===== config.mk =====
export PLATFORM = sky130hd
export DESIGN_NAME = seg_scan_array_flat
export DESIGN_NICKNAME = d
export VERILOG_FILES = /design/src/rtl/seg_pkg.sv /design/src/rtl/seg_scan_array_if.sv /design/src/rtl/seg_scan_timer.sv /design/src/rtl/seg_scan_array.sv /design/src/flat_wrapper.sv
export SDC_FILE = /design/constraint.sdc
export NUM_CORES = 1
export LEC_CHECK = 0
export ABC_CLOCK_PERIOD_IN_PS = 2490
export BUFFER_PORTS_ARGS = -buffer_cell sky130_fd_sc_hd__buf_2
export CORE_AREA = 2 2 117 119
export DETAILED_ROUTE_END_ITERATION = 8
export DIE_AREA = 0 0 119 121
export PLACE_DENSITY = 0.57
export SLEW_MARGIN = 20
export SYNTH_ARGS = -nofsm -noshare
export SYNTH_HDL_FRONTEND = slang
export SYNTH_SLANG_ARGS = --single-unit

===== constraint.sdc =====
create_clock -name clk -period 2.49 [get_ports clk]
set_input_delay 0.1245 -clock clk [delete_from_list [all_inputs] [get_ports clk]]
set_output_delay 0.1245 -clock clk [all_outputs]
set_load 0.02 [all_outputs]

===== src/rtl/seg_pkg.sv =====
//------------------------------------------------------------------------------
// Module  : seg_pkg
// Purpose : Glyph table, blank constant and nibble-to-segment decode helper.
// Revision: 1.0
//------------------------------------------------------------------------------
`default_nettype none

package seg_pkg;

    localparam logic [7:0] SEG_BLANK = 8'h00;

    // Entry n is the a..g pattern for nibble n (entry 15 is leftmost).
    localparam logic [15:0][6:0] SEG_GLYPH = {
        7'h71, 7'h79, 7'h5E, 7'h39, 7'h7C, 7'h77, 7'h6F, 7'h7F,
        7'h07, 7'h7D, 7'h6D, 7'h66, 7'h4F, 7'h5B, 7'h06, 7'h3F
    };

    function automatic logic [7:0] seg_decode(input logic [3:0] nib, input logic dp);
        return {dp, SEG_GLYPH[nib]};
    endfunction

endpackage

`default_nettype wire


===== src/rtl/seg_scan_array_if.sv =====
//------------------------------------------------------------------------------
// Module  : seg_scan_array_if
// Purpose : Display-data and pin bundle between application and scan driver.
// Revision: 1.0
//------------------------------------------------------------------------------
`default_nettype none

interface seg_scan_array_if #(
    parameter int BANKS           = 2,
    parameter int DIGITS_PER_BANK = 4
);
    localparam int N = BANKS * DIGITS_PER_BANK;

    logic                 load_in;
    logic [4*N-1:0]       bcd_in;
    logic [N-1:0]         dot_in;
    logic [N-1:0]         blink_in;
    logic                 lz_en_in;
    logic [N-1:0]         cs_out;
    logic [8*BANKS-1:0]   seg_out;
    logic                 frame_out;

    modport master (
        output load_in, bcd_in, dot_in, blink_in, lz_en_in,
        input  cs_out, seg_out, frame_out
    );

    modport slave (
        input  load_in, bcd_in, dot_in, blink_in, lz_en_in,
        output cs_out, seg_out, frame_out
    );

endinterface

`default_nettype wire


===== src/rtl/seg_scan_timer.sv =====
//------------------------------------------------------------------------------
// Module  : seg_scan_timer
// Purpose : Dwell counter and digit index with guard flag and frame strobe.
// Revision: 1.0
//------------------------------------------------------------------------------
`default_nettype none

module seg_scan_timer #(
    parameter int DWELL           = 10,
    parameter int GUARD_CYCLES    = 2,
    parameter int DIGITS_PER_BANK = 4,
    parameter int IW              = 2
) (
    input  wire logic          clk,
    input  wire logic          rst,
    output logic [IW-1:0]      digit,
    output logic               guard,
    output logic               boundary
);
    localparam int CW = (DWELL > 1) ? $clog2(DWELL) : 1;
    localparam logic [CW-1:0] c_last_count = CW'(DWELL - 1);
    localparam logic [CW-1:0] c_guard      = CW'(GUARD_CYCLES);
    localparam logic [IW-1:0] c_last_digit = IW'(DIGITS_PER_BANK - 1);

    logic [CW-1:0] r_count;
    logic [IW-1:0] r_digit;

    always_ff @(posedge clk) begin
        if (rst) begin
            r_count <= '0;
            r_digit <= '0;
        end else if (r_count == c_last_count) begin
            r_count <= '0;
            r_digit <= (r_digit == c_last_digit) ? '0 : r_digit + IW'(1);
        end else begin
            r_count <= r_count + CW'(1);
        end
    end

    assign digit    = r_digit;
    assign guard    = (r_count < c_guard);
    assign boundary = (r_count == c_last_count) && (r_digit == c_last_digit);

endmodule

`default_nettype wire


===== src/rtl/seg_scan_array.sv =====
//------------------------------------------------------------------------------
// Module  : seg_scan_array
// Purpose : Multi-bank multiplexed 7-segment driver with double buffering,
//           leading-zero suppression and guard gap. SEG_BLINK_EN adds blink.
// Revision: 1.0
//------------------------------------------------------------------------------
`default_nettype none

module seg_scan_array
    import seg_pkg::*;
#(
    parameter int FREQUENCY_IN    = 50_000_000,
    parameter int BANKS           = 2,
    parameter int DIGITS_PER_BANK = 4,
    parameter int DIGIT_HZ        = 1000,
    parameter int GUARD_CYCLES    = 2,
    parameter int BLINK_HZ        = 2
) (
    input  wire logic        clk,
    input  wire logic        rst,
    seg_scan_array_if.slave  bus
);
    localparam int N     = BANKS * DIGITS_PER_BANK;
    localparam int DWELL = FREQUENCY_IN / DIGIT_HZ;
    localparam int IW    = (DIGITS_PER_BANK > 1) ? $clog2(DIGITS_PER_BANK) : 1;
    localparam logic [DIGITS_PER_BANK-1:0] c_sel_lsb = DIGITS_PER_BANK'(1);

    logic [IW-1:0]      w_digit;
    logic               w_guard;
    logic               w_boundary;
    logic               w_commit;
    logic [4*N-1:0]     r_cap_bcd, r_sh_bcd;
    logic [N-1:0]       r_cap_dot, r_sh_dot;
    logic               r_pending;
    logic [N-1:0]       w_run, w_blank, w_off;
    logic [N-1:0]       w_cs;
    logic [8*BANKS-1:0] w_seg;

    seg_scan_timer #(
        .DWELL           (DWELL),
        .GUARD_CYCLES    (GUARD_CYCLES),
        .DIGITS_PER_BANK (DIGITS_PER_BANK),
        .IW              (IW)
    ) u_timer (
        .clk      (clk),
        .rst      (rst),
        .digit    (w_digit),
        .guard    (w_guard),
        .boundary (w_boundary)
    );

    assign w_commit = w_boundary && r_pending;

    // A load on the boundary cycle wins the pending flag after the old capture commits.
    always_ff @(posedge clk) begin
        if (rst) begin
            r_cap_bcd <= '0;
            r_cap_dot <= '0;
            r_sh_bcd  <= '0;
            r_sh_dot  <= '0;
            r_pending <= 1'b0;
        end else begin
            if (w_commit) begin
                r_sh_bcd  <= r_cap_bcd;
                r_sh_dot  <= r_cap_dot;
                r_pending <= 1'b0;
            end
            if (bus.load_in) begin
                r_cap_bcd <= bus.bcd_in;
                r_cap_dot <= bus.dot_in;
                r_pending <= 1'b1;
            end
        end
    end

`ifdef SEG_BLINK_EN
    localparam int HALF = FREQUENCY_IN / (2 * BLINK_HZ);
    localparam int HW   = (HALF > 1) ? $clog2(HALF) : 1;
    localparam logic [HW-1:0] c_half_last = HW'(HALF - 1);

    logic [N-1:0]  r_cap_blink, r_sh_blink;
    logic [HW-1:0] r_blink_cnt;
    logic          r_blink_on;

    always_ff @(posedge clk) begin
        if (rst) begin
            r_cap_blink <= '0;
            r_sh_blink  <= '0;
            r_blink_cnt <= '0;
            r_blink_on  <= 1'b1;
        end else begin
            if (w_commit)    r_sh_blink  <= r_cap_blink;
            if (bus.load_in) r_cap_blink <= bus.blink_in;
            if (r_blink_cnt == c_half_last) begin
                r_blink_cnt <= '0;
                r_blink_on  <= ~r_blink_on;
            end else begin
                r_blink_cnt <= r_blink_cnt + HW'(1);
            end
        end
    end

    assign w_off = r_sh_blink & {N{~r_blink_on}};
`else
    wire w_unused_blink = ^bus.blink_in;
    assign w_off = '0;
`endif

    // w_run[g]: digit g and every digit above it are zero with dp clear.
    for (genvar g = 0; g < N; g++) begin : g_lz
        logic w_zero;
        assign w_zero = (r_sh_bcd[4*g +: 4] == 4'h0) && !r_sh_dot[g];
        if (g == N - 1) begin : g_top
            assign w_run[g] = w_zero;
        end else begin : g_rest
            assign w_run[g] = w_zero && w_run[g+1];
        end
        assign w_blank[g] = (g != 0) && bus.lz_en_in && w_run[g];
    end

    for (genvar b = 0; b < BANKS; b++) begin : g_bank
        logic [4*DIGITS_PER_BANK-1:0] w_bank_bcd;
        logic [DIGITS_PER_BANK-1:0]   w_bank_dot, w_bank_hide;
        logic [3:0]                   w_nib;
        assign w_bank_bcd  = r_sh_bcd[4*DIGITS_PER_BANK*b +: 4*DIGITS_PER_BANK];
        assign w_bank_dot  = r_sh_dot[DIGITS_PER_BANK*b +: DIGITS_PER_BANK];
        assign w_bank_hide = w_blank[DIGITS_PER_BANK*b +: DIGITS_PER_BANK]
                           | w_off[DIGITS_PER_BANK*b +: DIGITS_PER_BANK];
        assign w_nib       = w_bank_bcd[{w_digit, 2'b00} +: 4];
        assign w_seg[8*b +: 8] = w_bank_hide[w_digit] ? SEG_BLANK
                                                      : seg_decode(w_nib, w_bank_dot[w_digit]);
    end

    always_comb begin
        w_cs = '0;
        if (!w_guard) begin
            w_cs = {BANKS{c_sel_lsb << w_digit}};
        end
    end

    always_ff @(posedge clk) begin
        if (rst) begin
            bus.cs_out    <= '0;
            bus.seg_out   <= '0;
            bus.frame_out <= 1'b0;
        end else begin
            bus.cs_out    <= w_cs;
            bus.seg_out   <= w_seg;
            bus.frame_out <= w_boundary;
        end
    end

endmodule

`default_nettype wire

===== src/flat_wrapper.sv =====
// flat-port wrapper written by rule: the top's interface ports become plain ports
module seg_scan_array_flat import seg_pkg::*;
#(
    parameter int FREQUENCY_IN    = 50_000_000,
    parameter int BANKS           = 2,
    parameter int DIGITS_PER_BANK = 4,
    parameter int DIGIT_HZ        = 1000,
    parameter int GUARD_CYCLES    = 2,
    parameter int BLINK_HZ        = 2
)
  (clk, rst, bus_load_in, bus_bcd_in, bus_dot_in, bus_blink_in, bus_lz_en_in, bus_cs_out, bus_seg_out, bus_frame_out);
  seg_scan_array_if #(.BANKS(BANKS), .DIGITS_PER_BANK(DIGITS_PER_BANK)) bus_i ();
  input  wire logic clk;
  input  wire logic rst;
  input wire logic [$bits(bus_i.load_in)-1:0] bus_load_in;
  input wire logic [$bits(bus_i.bcd_in)-1:0] bus_bcd_in;
  input wire logic [$bits(bus_i.dot_in)-1:0] bus_dot_in;
  input wire logic [$bits(bus_i.blink_in)-1:0] bus_blink_in;
  input wire logic [$bits(bus_i.lz_en_in)-1:0] bus_lz_en_in;
  output wire logic [$bits(bus_i.cs_out)-1:0] bus_cs_out;
  output wire logic [$bits(bus_i.seg_out)-1:0] bus_seg_out;
  output wire logic [$bits(bus_i.frame_out)-1:0] bus_frame_out;
  assign bus_i.load_in = bus_load_in;
  assign bus_i.bcd_in = bus_bcd_in;
  assign bus_i.dot_in = bus_dot_in;
  assign bus_i.blink_in = bus_blink_in;
  assign bus_i.lz_en_in = bus_lz_en_in;
  assign bus_cs_out = bus_i.cs_out;
  assign bus_seg_out = bus_i.seg_out;
  assign bus_frame_out = bus_i.frame_out;
  seg_scan_array #(.FREQUENCY_IN(FREQUENCY_IN), .BANKS(BANKS), .DIGITS_PER_BANK(DIGITS_PER_BANK), .DIGIT_HZ(DIGIT_HZ), .GUARD_CYCLES(GUARD_CYCLES), .BLINK_HZ(BLINK_HZ)) u_core (.clk(clk), .rst(rst), .bus(bus_i));
endmodule

==> impl_metrics.tcl, run 1 <==
set metrics [dict create \
    maxUsedRoutingLayer "met4" \
    critPathMaxStageDelay_ns 0.55 \
    seq_power_share_pct 43.1 \
    clk_latency_ns 0.42 \
    std_cell_rows 42 \
    fin_cells 836 \
    fp.dieArea_um2 14400 \
    final_hold_viol_count 0 \
    seq_area_frac_synth_pct 46.6 \
    track_usage_pct 16.5 \
    ir_worst_vdd_mv 0.420 \
    postSynthAreaPerCell_um2 9.44 \
    crit_required_ns 2.76 \
    nets 716 \
    final_cell_mix "dfxtp_1 (120), nor2_1 (84), nand2_1 (74)" \
    cp-startpoint "u_core.u_timer.r_count[5]$_SDFF_PP0_" \
    yosysTopAreaCell "dfxtp_1" \
    viasPerCell 4.80 \
    p_leak_nw 2.68 \
    arrival_ns 2.60 \
    synthDistinctLibCells 43 \
    seqCellArea_um2 2400 \
    drc 0 \
    max_freq_mhz 430 \
    cts_buffers 17 \
    startpoint_type "register" \
    crit_chain "or4_1, or4_4, or3_1, buf_4, nand2_1, a21oi_1" \
    whs_ns 0.179 \
    place_congestion 0.816 \
    synth_ff_type "dfxtp_1" \
    met1_length_mm 5.47 \
    cts_sinks 120 \
    power.internal_w 0.00368 \
    worst_pin_slew_ns 0.728 \
    start_util_pct 39.4 \
    vias 4011 \
    ys_ff_latch 120 \
    synth_fp_nets 614 \
    fin_skew_ns 0.0137 \
    cts_resized 0 \
    synthTopCellsByArea "dfxtp_1 (47%), mux2i_1 (8.9%), nor2_1 (6.1%)" \
    min_from "rst" \
    preCtsSetupSlack_ns 0.176 \
    netlist.area_leader.share_pct 46.6 \
    sw_frac_of_total_pct 21.0 \
    multi_input_area_um2 2520 \
    grt_max_degree 42 \
    synthCells 546 \
    critPathCaptureType "register" \
    drt-total-wl_mm 11.1 \
    p_sw_w 0.000978 \
    fin_crit_ns 2.32 \
    grt_setup_unrepaired "no" \
    tns_ns 0 \
    setup_slack_ns 0.166 \
    finalCritPeriodShare_pct 93.3 \
    n_antenna_cell 0 \
    cpMaxStageDelayCell "or4_1" \
    power.density_nw_per_um2 707 \
    pwr-share-comb_pct 5.4 \
    drt-pass1-iter-count 4 \
    antenna_found_initial 0 \
    yosysWarnings 0 \
    status "completed" \
    wl_met3_um 448 \
    h-tree-depth 4 \
    die_width_um 119 \
    r2r_start "u_core.u_timer.r_count[5]$_SDFF_PP0_" \
    final_common_cell "dfxtp_1" \
    die_y_um 121 \
    area_growth_pct 28.0 \
    grt_pass1_wl_mm 18.7 \
    drtIter0Drc 196 \
    hold_class "in -> reg" \
    clock-root-buffer "clkbuf_16" \
    synthArstFlopShare_pct 0 \
    ant_nets 0 \
    cts_buffer_depth 2 \
    fp.coreArea_um2 13100 \
    io_buffers 68 \
    maxSlewViolCount 0 \
    hpwl_mm 7.44 \
    wl_per_cell_um 13.2 \
    nFillCells 1227 \
    syn_area_um2 5150 \
    dp.cells 765 \
    grt_overflow 0 \
    grt_pass1_vias 3891 \
    synth_edf_count 0 \
    drive_gt1_share_pct 24.8 \
    cts_tree "done" \
    pwr-share-clk_pct 51.5 \
    worstSetupPathType "reg -> reg" \
    cts_setup_buffers 0 \
    setup_viol 0 \
    cp_max_fo 26 \
    met2_length_mm 4.90 \
    slew_headroom_pct 51.5 \
    io-pin-count 77 \
    power_w 0.00466 \
    clkSlewWorstSetupHoldPaths_ns 0.05 \
    maxCapViolCount 0 \
]
-- layer usage --
metal | up-vias | track usage, %
met4 | 0 | 7.74
met3 | 19 | 4.79
met5 | - | 0
met1 | 1842 | 21.2
met2 | 84 | 25.6
li1 | 2066 | -
-- through the flow --
| stage | cell area, µm² | util (%) |
|---|---|---|
| 2_1_floorplan | 5150 | - |
| 3_3_place_gp | 5620 | 42.9 |
| 3_5_place_dp | 5620 | 42.9 |
| 4_1_cts | 6600 | 50.4 |
| 5_1_grt | 6600 | 50.4 |
| 6_report | 6600 | 50.4 |
-- timing repair --
item	4_1_cts	5_1_grt
hold endpoints to repair	40	0
hold buffers	40	0
setup endpoints to repair	0	0
-- critical path: cells and delay by family, from the launching register on --
family / cells / cell delay (ns)
buffers and inverters: 1 / 0.24
flip-flops: 1 / 0.35
AO/OA/AOI/OAI: 1 / 0.06
AND/OR/NAND/NOR: 4 / 1.51
-- Yosys cell counts (3+ instances only) --
| cell | n |
|---|---|
| a21oi_1 | 27 |
| o22ai_1 | 3 |
| mux4_2 | 11 |
| nand4_1 | 3 |
| buf_2 | 6 |
| nand2_2 | 20 |
| dfxtp_1 | 120 |
| a21oi_2 | 17 |
| xor2_1 | 6 |
| buf_4 | 4 |
| a211oi_1 | 5 |
| nor2_1 | 84 |
| buf_6 | 5 |
| clkbuf_1 | 17 |
| and3_1 | 3 |
| nor3_1 | 7 |
| inv_1 | 11 |
| nand2_1 | 74 |
| buf_1 | 4 |
| nor2b_1 | 4 |
| nor4_1 | 5 |
| a221oi_1 | 4 |
| mux2i_1 | 46 |
| or4_1 | 6 |
| a31oi_1 | 4 |
| nand3_1 | 7 |
| ha_1 | 16 |
| xnor2_1 | 8 |
-- sequential cells by signal, indices dropped and copies added (netlist names) --
signal and cells:
u_core.r_cap_dot 8, u_core.bus.frame_out 1, u_core.r_sh_dot 8, u_core.r_sh_bcd 32, u_core.bus.cs_out 4, u_core.u_timer.digit 2
u_core.bus.seg_out 16, u_core.r_pending 1, u_core.u_timer.r_count 16, u_core.r_cap_bcd 32
-- power by group through the flow --
stage          sequential (W)  clock (W)  combinational, W
6_report              0.00201    0.00240          0.000253
3_5_place_dp          0.00205          0          0.000208
2_1_floorplan         0.00205          0          0.000121
4_1_cts               0.00201    0.00246          0.000256
5_1_grt               0.00201    0.00254          0.000278
3_3_place_gp          0.00205          0          0.000203
-- layout make-up --
class / instances / share of cell area, %
sequential: 120 / 36.4
tap: 176 / 3.34
inverter: 11 / 0.626
clock inverter: 11 / 1.97
multi-input combinational: 379 / 38.2
timing repair buffer: 119 / 12.7
clock buffer: 20 / 6.77
-- kinds of logic after synthesis --
kind of cell | share of synthesized area (%)
buffers and inverters | 4.59
xor gates and xnor gates | 2.38
DFF | 46.6
muxes | 14.0
and+or+nand+nor | 19.6
adders and majority gates | 3.89
AOI/OAI and AO/OA | 8.98
-- path summary, 6_finish.rpt --
| kind | endpoint | slack (ns) | depth (start not counted) |
|---|---|---|---|
| worst max register to register | u_core.r_sh_bcd[1]$_SDFFE_PP0P_ | 0.17 | 6 |
| worst min-delay path | u_core.r_sh_bcd[28]$_SDFFE_PP0P_ | 0.18 | 2 |
| worst min register to register | u_core.r_sh_dot[2]$_SDFFE_PP0P_ | 0.45 | 2 |
| worst max-delay path | u_core.r_sh_bcd[1]$_SDFFE_PP0P_ | 0.17 | 6 |
Power figures use the tool's default switching activity.
==> run 2, diff against run 1 <==
--- a/config.mk
+++ b/config.mk
@@ -5,12 +5,13 @@
 export SDC_FILE = /design/constraint.sdc
 export NUM_CORES = 1
 export LEC_CHECK = 0
+export ABC_AREA = 1
 export ABC_CLOCK_PERIOD_IN_PS = 2490
 export BUFFER_PORTS_ARGS = -buffer_cell sky130_fd_sc_hd__buf_2
-export CORE_AREA = 2 2 117 119
+export CORE_AREA = 2 2 124 126
 export DETAILED_ROUTE_END_ITERATION = 8
-export DIE_AREA = 0 0 119 121
-export PLACE_DENSITY = 0.57
+export DIE_AREA = 0 0 126 128
+export PLACE_DENSITY = 0.56
 export SLEW_MARGIN = 20
 export SYNTH_ARGS = -nofsm -noshare
 export SYNTH_HDL_FRONTEND = slang
==> run 2 against run 1 <==
- register-to-register slack improved by 0.36 ns
- critical path type unchanged
- clock skew fell by 0.0087 ns
- non-clock buffer count fell by 1
- highest routed layer unchanged
- fmax rose by 18%
- final area rose by 9.2%
- die area rose by 12%
- sequential share of layout area fell by 3.1 points
- largest power group unchanged
- worst hold slack improved by 0.054 ns
- clock-buffer cell count rose by 2
- utilization fell by 2.0 points
==> impl_metrics.tcl, run 2 <==
set metrics [dict create \
    die_y_um 128 \
    final_common_cell "nand2_1" \
    startpoint_type "register" \
    cts_sinks 120 \
    drt-total-wl_mm 12.9 \
    synthAdderAreaFrac_pct 3.45 \
    slew_headroom_pct 56.3 \
    fp.dieArea_um2 16100 \
    reg_top3 "u_core.r_cap_bcd x32, u_core.r_sh_bcd x32" \
    synthDistinctLibCells 36 \
    clkSlewWorstSetupHoldPaths_ns 0.05 \
    fin_skew_ns 0.00508 \
    start_util_pct 39.0 \
    ys_ff_latch 120 \
    synthTopCellsByArea "dfxtp_1 (41%), nand2_1 (12%), nor2_1 (11%)" \
    io-pin-count 77 \
    worst_path_dominant_cell_family "simple AND/OR/NAND/NOR gates" \
    synth.area.mux_share_pct 0 \
    cts_setup_buffers 0 \
    grt_max_degree 47 \
    worst_pin_slew_ns 0.656 \
    antenna_found_initial 0 \
    synthArstFlopShare_pct 0 \
    clock-root-buffer "clkbuf_16" \
    hold_class "in -> reg" \
    multi_input_area_um2 2790 \
    viasPerCell 4.49 \
    maxCapViolCount 0 \
    std_cell_rows 45 \
    h-tree-depth 4 \
    track_usage_pct 16.8 \
    synth_edf_count 0 \
    fin_crit_ns 1.96 \
    critPathCaptureType "register" \
    drc 0 \
    drive_gt1_share_pct 19.2 \
    synth_top_family_by_area "simple AND/OR/NAND/NOR gates" \
    ant_nets 0 \
    ir_worst_vdd_mv 0.526 \
    nets 989 \
    crit_chain "inv_2, nand2_1, nand3_1, and2_1, inv_1, ha_1, nand2_1, nand2_1, o21ai_1, nor2_1" \
    arrival_ns 2.26 \
    max_freq_mhz 509 \
    critPathBufInv 2 \
    grt_setup_unrepaired "no" \
    crit_path_frequent_cell "nand2_1" \
    cts_buffers 17 \
    dpl_cell_area_um2 6160 \
    grt_pass1_wl_mm 22.0 \
    synth_fp_nets 890 \
    cp_max_fo 24 \
    synth_ff_type "dfxtp_1" \
    grt_pass1_vias 4646 \
    drt-pass1-iter-count 5 \
    wl_per_cell_um 11.5 \
    final_cell_mix "nand2_1 (179), nor2_1 (177), dfxtp_1 (120)" \
    status "completed" \
    setup_viol 0 \
    syn_area_um2 5800 \
    synthXorXnorAreaFrac_pct 0.906 \
    worstSetupPathType "reg -> reg" \
    postSynthAreaPerCell_um2 7.06 \
    cts_tree "done" \
    critPathMaxStageDelay_ns 0.33 \
    yosys.area_share.simple_pct 36.3 \
    nFillCells 1543 \
    fp.coreArea_um2 14900 \
    n_antenna_cell 0 \
    synth-compound-area-share_pct 7.42 \
    yosysTopAreaCell "dfxtp_1" \
    clk_latency_ns 0.41 \
    cpMaxStageDelayCell "ha_1" \
    netlist.area_leader.share_pct 41.4 \
    seq_area_frac_synth_pct 41.4 \
    final_hold_viol_count 0 \
    vias 5032 \
    tns_ns 0 \
    finalCritPeriodShare_pct 78.9 \
    yosysWarnings 0 \
    io_buffers 68 \
    maxSlewViolCount 0 \
    yosys.cell_count.top_type "nand2_1" \
    place_congestion 0.806 \
    crit_required_ns 2.79 \
    synth_common_cells "nand2_1 (179), nor2_1 (177), dfxtp_1 (120)" \
    grt_overflow 0 \
    fin_area_um2 7200 \
    seqCellArea_um2 2400 \
    p_leak_nw 3.53 \
    cts_buffer_depth 2 \
    die_width_um 126 \
    drtIter0Drc 286 \
    hpwl_mm 8.47 \
    area_growth_pct 24.2 \
    synthCells 822 \
    power.density_nw_per_um2 682 \
]
run 2: report_power, final:
| part | internal [W] | switching [W] |
|---|---|---|
| Clock | 0.00181 | 0.000836 |
| Sequential | 0.00198 | 0.0000400 |
| Combinational | 0.000115 | 0.000127 |
| Total | 0.00391 | 0.00100 |
run 2: area by class of cell:
type / instances / share of cell area [%]
Sequential cell: 120 / 33.4
Clock inverter: 8 / 2.36
Tap cell: 188 / 3.27
Multi-Input combinational cell: 578 / 38.7
Timing Repair Buffer: 118 / 11.4
Inverter: 86 / 4.50
Clock buffer: 22 / 6.44
run 2: cell families (layout without fill, tap and decap cells):
| logic type | count (synthesis) | in the layout |
|---|---|---|
| adder cells (fa/ha/maj) | 16 | 16 |
| XOR/XNOR | 6 | 6 |
| buffers and inverters | 124 | 234 |
| AO/OA/AOI/OAI | 82 | 82 |
| AND/OR/NAND/NOR | 474 | 474 |
| flip-flops | 120 | 120 |
run 2: worst paths after layout:
path / slack, ns / end / cells after the start / startpoint
max: 0.53 / u_core.bus.seg_out[11]$_SDFF_PP0_ / 10 / u_core.u_timer.digit[0]$_SDFFE_PP0P_
min: 0.23 / u_core.r_cap_bcd[1]$_SDFFE_PP0P_ / 4 / bus_load_in
max reg2reg: 0.53 / u_core.bus.seg_out[11]$_SDFF_PP0_ / 10 / u_core.u_timer.digit[0]$_SDFFE_PP0P_
min reg2reg: 0.46 / u_core.u_timer.r_count[13]$_SDFF_PP0_ / 2 / u_core.u_timer.r_count[13]$_SDFF_PP0_
run 2: worst reg2reg max path, stage by stage (launching register included):
cell     delay [ns]
dfxtp_1        0.31
inv_2          0.31
nand2_1        0.12
nand3_1        0.09
and2_1         0.25
inv_1          0.14
ha_1           0.33
nand2_1        0.07
nand2_1        0.06
o21ai_1        0.12
nor2_1         0.05
run 2: per-layer routing:
layer | vias up | GRT usage, % | wire length, µm
met5 | - | 0 | 0
met4 | 0 | 6.59 | 208
met3 | 17 | 4.26 | 434
met2 | 88 | 24.7 | 5390
met1 | 2200 | 23.6 | 6850
li1 | 2727 | - | -
run 2: stage by stage:
stage | power, W | hold WS (ns) | cells | utilization (%) | setup slack, ns
after floorplan | 0.00218 | 0.194 | 822 | - | 0.732
after global placement | 0.00226 | 0.334 | 1049 | 41.4 | 0.602
after detailed placement | 0.00226 | 0.330 | 1049 | 41.4 | 0.521
after CTS | 0.00497 | 0.208 | 1120 | 48.5 | 0.517
after global routing | 0.00511 | 0.306 | 1120 | 48.5 | 0.322
final | 0.00492 | 0.233 | 1120 | 48.5 | 0.526
run 2: what timing repair did:
| item | CTS | global route |
|---|---|---|
| hold buffers | 41 | 0 |
| hold endpoints to repair | 42 | 0 |
| resized for setup | 0 | 0 |
==> run 3, diff against run 2 <==
--- a/config.mk
+++ b/config.mk
@@ -6,7 +6,7 @@
 export NUM_CORES = 1
 export LEC_CHECK = 0
 export ABC_AREA = 1
-export ABC_CLOCK_PERIOD_IN_PS = 2490
+export ABC_CLOCK_PERIOD_IN_PS = 2000
 export BUFFER_PORTS_ARGS = -buffer_cell sky130_fd_sc_hd__buf_2
 export CORE_AREA = 2 2 124 126
 export DETAILED_ROUTE_END_ITERATION = 8
==> constraint.sdc (replaced) <==
create_clock -name clk -period 2 [get_ports clk]
set_input_delay 0.1 -clock clk [delete_from_list [all_inputs] [get_ports clk]]
set_output_delay 0.1 -clock clk [all_outputs]
set_load 0.02 [all_outputs]
==> run 3 against run 2 <==
- critical path depth unchanged
- utilization about the same
- power increased by 16%
- via count decreased by 1.5%
- non-clock buffer count increased by 6
- largest power group unchanged
- highest routed layer unchanged
==> impl_metrics.tcl, run 3 (synthesis gave the netlist of run 2 again) <==
set metrics [dict create \
    nets 995 \
    fin_skew_ns 0.00865 \
    multi_input_area_um2 2790 \
    reg_top3 "u_core.r_cap_bcd x32, u_core.r_sh_bcd x32" \
    final_cell_mix "nand2_1 (179), nor2_1 (177), dfxtp_1 (120)" \
    grt_max_degree 53 \
    wl_per_cell_um 11.2 \
    whs_ns 0.143 \
    slew_headroom_pct 72.4 \
    final_hold_viol_count 0 \
    min_from "bus_load_in" \
    track_usage_pct 16.7 \
    finalCritPeriodShare_pct 91.8 \
    fp.dieArea_um2 16100 \
    power_w 0.00570 \
    final_common_cell "nand2_1" \
    hpwl_mm 8.54 \
    dpl_cell_area_um2 6210 \
    clkSlewWorstSetupHoldPaths_ns 0.05 \
    critPathCaptureType "register" \
    r2r.worst_path.cells 10 \
    clk_latency_ns 0.42 \
    crit_required_ns 2.30 \
    h-tree-depth 4 \
    holdPathEnd "u_core.r_cap_bcd[23]$_SDFFE_PP0P_" \
    vias 4958 \
    drive_gt1_share_pct 20.1 \
    p_leak_nw 3.52 \
    grt_pass1_wl_mm 21.7 \
    start_util_pct 39.0 \
    tns_ns 0 \
    grt_overflow 0 \
    clock-root-buffer "clkbuf_16" \
    reg2reg_slack_ns 0.16 \
    setup_viol 0 \
    drc 0 \
    drt-total-wl_mm 12.6 \
    place_congestion 0.810 \
    cts_buffers 17 \
    drtIter0Drc 257 \
    worst_pin_slew_ns 0.414 \
    fin_area_um2 7200 \
    hold_class "in -> reg" \
    ir_worst_vdd_mv 0.562 \
    status "completed" \
    startpoint_type "register" \
    r2r_start "u_core.u_timer.digit[0]$_SDFFE_PP0P_" \
    fp.coreArea_um2 14900 \
    power.density_nw_per_um2 791 \
    worstSetupPathType "reg -> reg" \
    n_antenna_cell 0 \
    cts_sinks 120 \
    io-pin-count 77 \
    fin_crit_ns 1.84 \
    std_cell_rows 45 \
    ant_nets 0 \
    r2r_end "u_core.bus.seg_out[3]$_SDFF_PP0_" \
    cts_buffer_depth 2 \
    area_growth_pct 24.2 \
    whs_path_depth 3 \
    arrival_ns 2.13 \
    antenna_found_initial 0 \
    io_buffers 68 \
    grt_pass1_vias 4571 \
    maxCapViolCount 0 \
    cp_max_fo 14 \
    die_y_um 128 \
    nFillCells 1549 \
    cts_tree "done" \
    viasPerCell 4.40 \
    die_width_um 126 \
    max_freq_mhz 545 \
    seqCellArea_um2 2400 \
    drt-pass1-iter-count 4 \
    maxSlewViolCount 0 \
]
==> run 3: changes by cell type in the layout (fill, tap and decap cells not counted), sizes merged <==
| cell | change |
|---|---|
| buf | +6 |
| bufinv | -3 |
| clkbuf | -4 |
| clkinv | +3 |
| clkinvlp | +5 |
==> run 3: metal layers <==
metal  routed length [µm]  share of wire [%]  GRT usage [%]
met5                    0                  0              0
met1                 6570                 52           22.6
met4                  173                1.4           7.43
met3                  510                4.0           4.13
met2                 5380                 43           25.2
==> run 3: worst max-delay path by stage <==
stage / startpoint / endpoint / slack, ns / depth (start not counted)
finish: u_core.u_timer.digit[0]$_SDFFE_PP0P_ / u_core.bus.seg_out[3]$_SDFF_PP0_ / 0.16 / 10
global route: u_core.u_timer.digit[0]$_SDFFE_PP0P_ / u_core.bus.seg_out[5]$_SDFF_PP0_ / -0.003 / 11
CTS: u_core.u_timer.digit[0]$_SDFFE_PP0P_ / u_core.bus.seg_out[11]$_SDFF_PP0_ / 0.15 / 10
detailed placement: u_core.u_timer.digit[0]$_SDFFE_PP0P_ / u_core.bus.seg_out[11]$_SDFF_PP0_ / 0.17 / 10
global placement: u_core.u_timer.digit[0]$_SDFFE_PP0P_ / u_core.bus.seg_out[11]$_SDFF_PP0_ / 0.22 / 10
floorplan: u_core.u_timer.digit[0]$_SDFFE_PP0P_ / u_core.bus.seg_out[6]$_SDFF_PP0_ / 0.24 / 12
==> run 3: area by class of cell <==
cell class,count,share of cell area [%]
multi-input combinational,578,38.7
sequential,120,33.3
timing repair buffer,124,12.3
clock buffer,18,5.96
inverter,86,4.53
tap,188,3.27
clock inverter,13,1.84
==> run 3: timing repair <==
action                                  in CTS  in global routing
setup buffers                                0                  3
endpoints found under the setup margin       0                  2
resized for setup                            0                  3
endpoints found under the hold margin       42                  0
hold buffers                                41                  0
==> run 3: worst max-delay path, stage by stage, from the launching register on <==
cell and delay (ns):
dfxtp_1 0.39, buf_4 0.22, a21oi_1 0.08, o21ai_0 0.11
nand2_1 0.16, buf_4 0.16, ha_1 0.27, nand2_1 0.07
nand2_1 0.07, o21ai_1 0.12, nor2_1 0.06
==> run 3: stage by stage <==
| step | worst slack, ns | utilization (%) | instances |
|---|---|---|---|
| 2_1_floorplan | 0.242 | - | 822 |
| 3_3_place_gp | 0.218 | 41.8 | 1052 |
| 3_5_place_dp | 0.167 | 41.8 | 1052 |
| 4_1_cts | 0.154 | 48.3 | 1124 |
| 5_1_grt | -0.00348 | 48.5 | 1127 |
| 6_report | 0.164 | 48.5 | 1127 |
==> run 3: where the power goes <==
| part | switching, W | leakage, nW | total [W] | internal (W) |
|---|---|---|---|---|
| Clock | 0.00107 | 0.256 | 0.00287 | 0.00181 |
| Sequential | 0.0000485 | 0.982 | 0.00252 | 0.00247 |
| Combinational | 0.000157 | 2.28 | 0.000303 | 0.000146 |
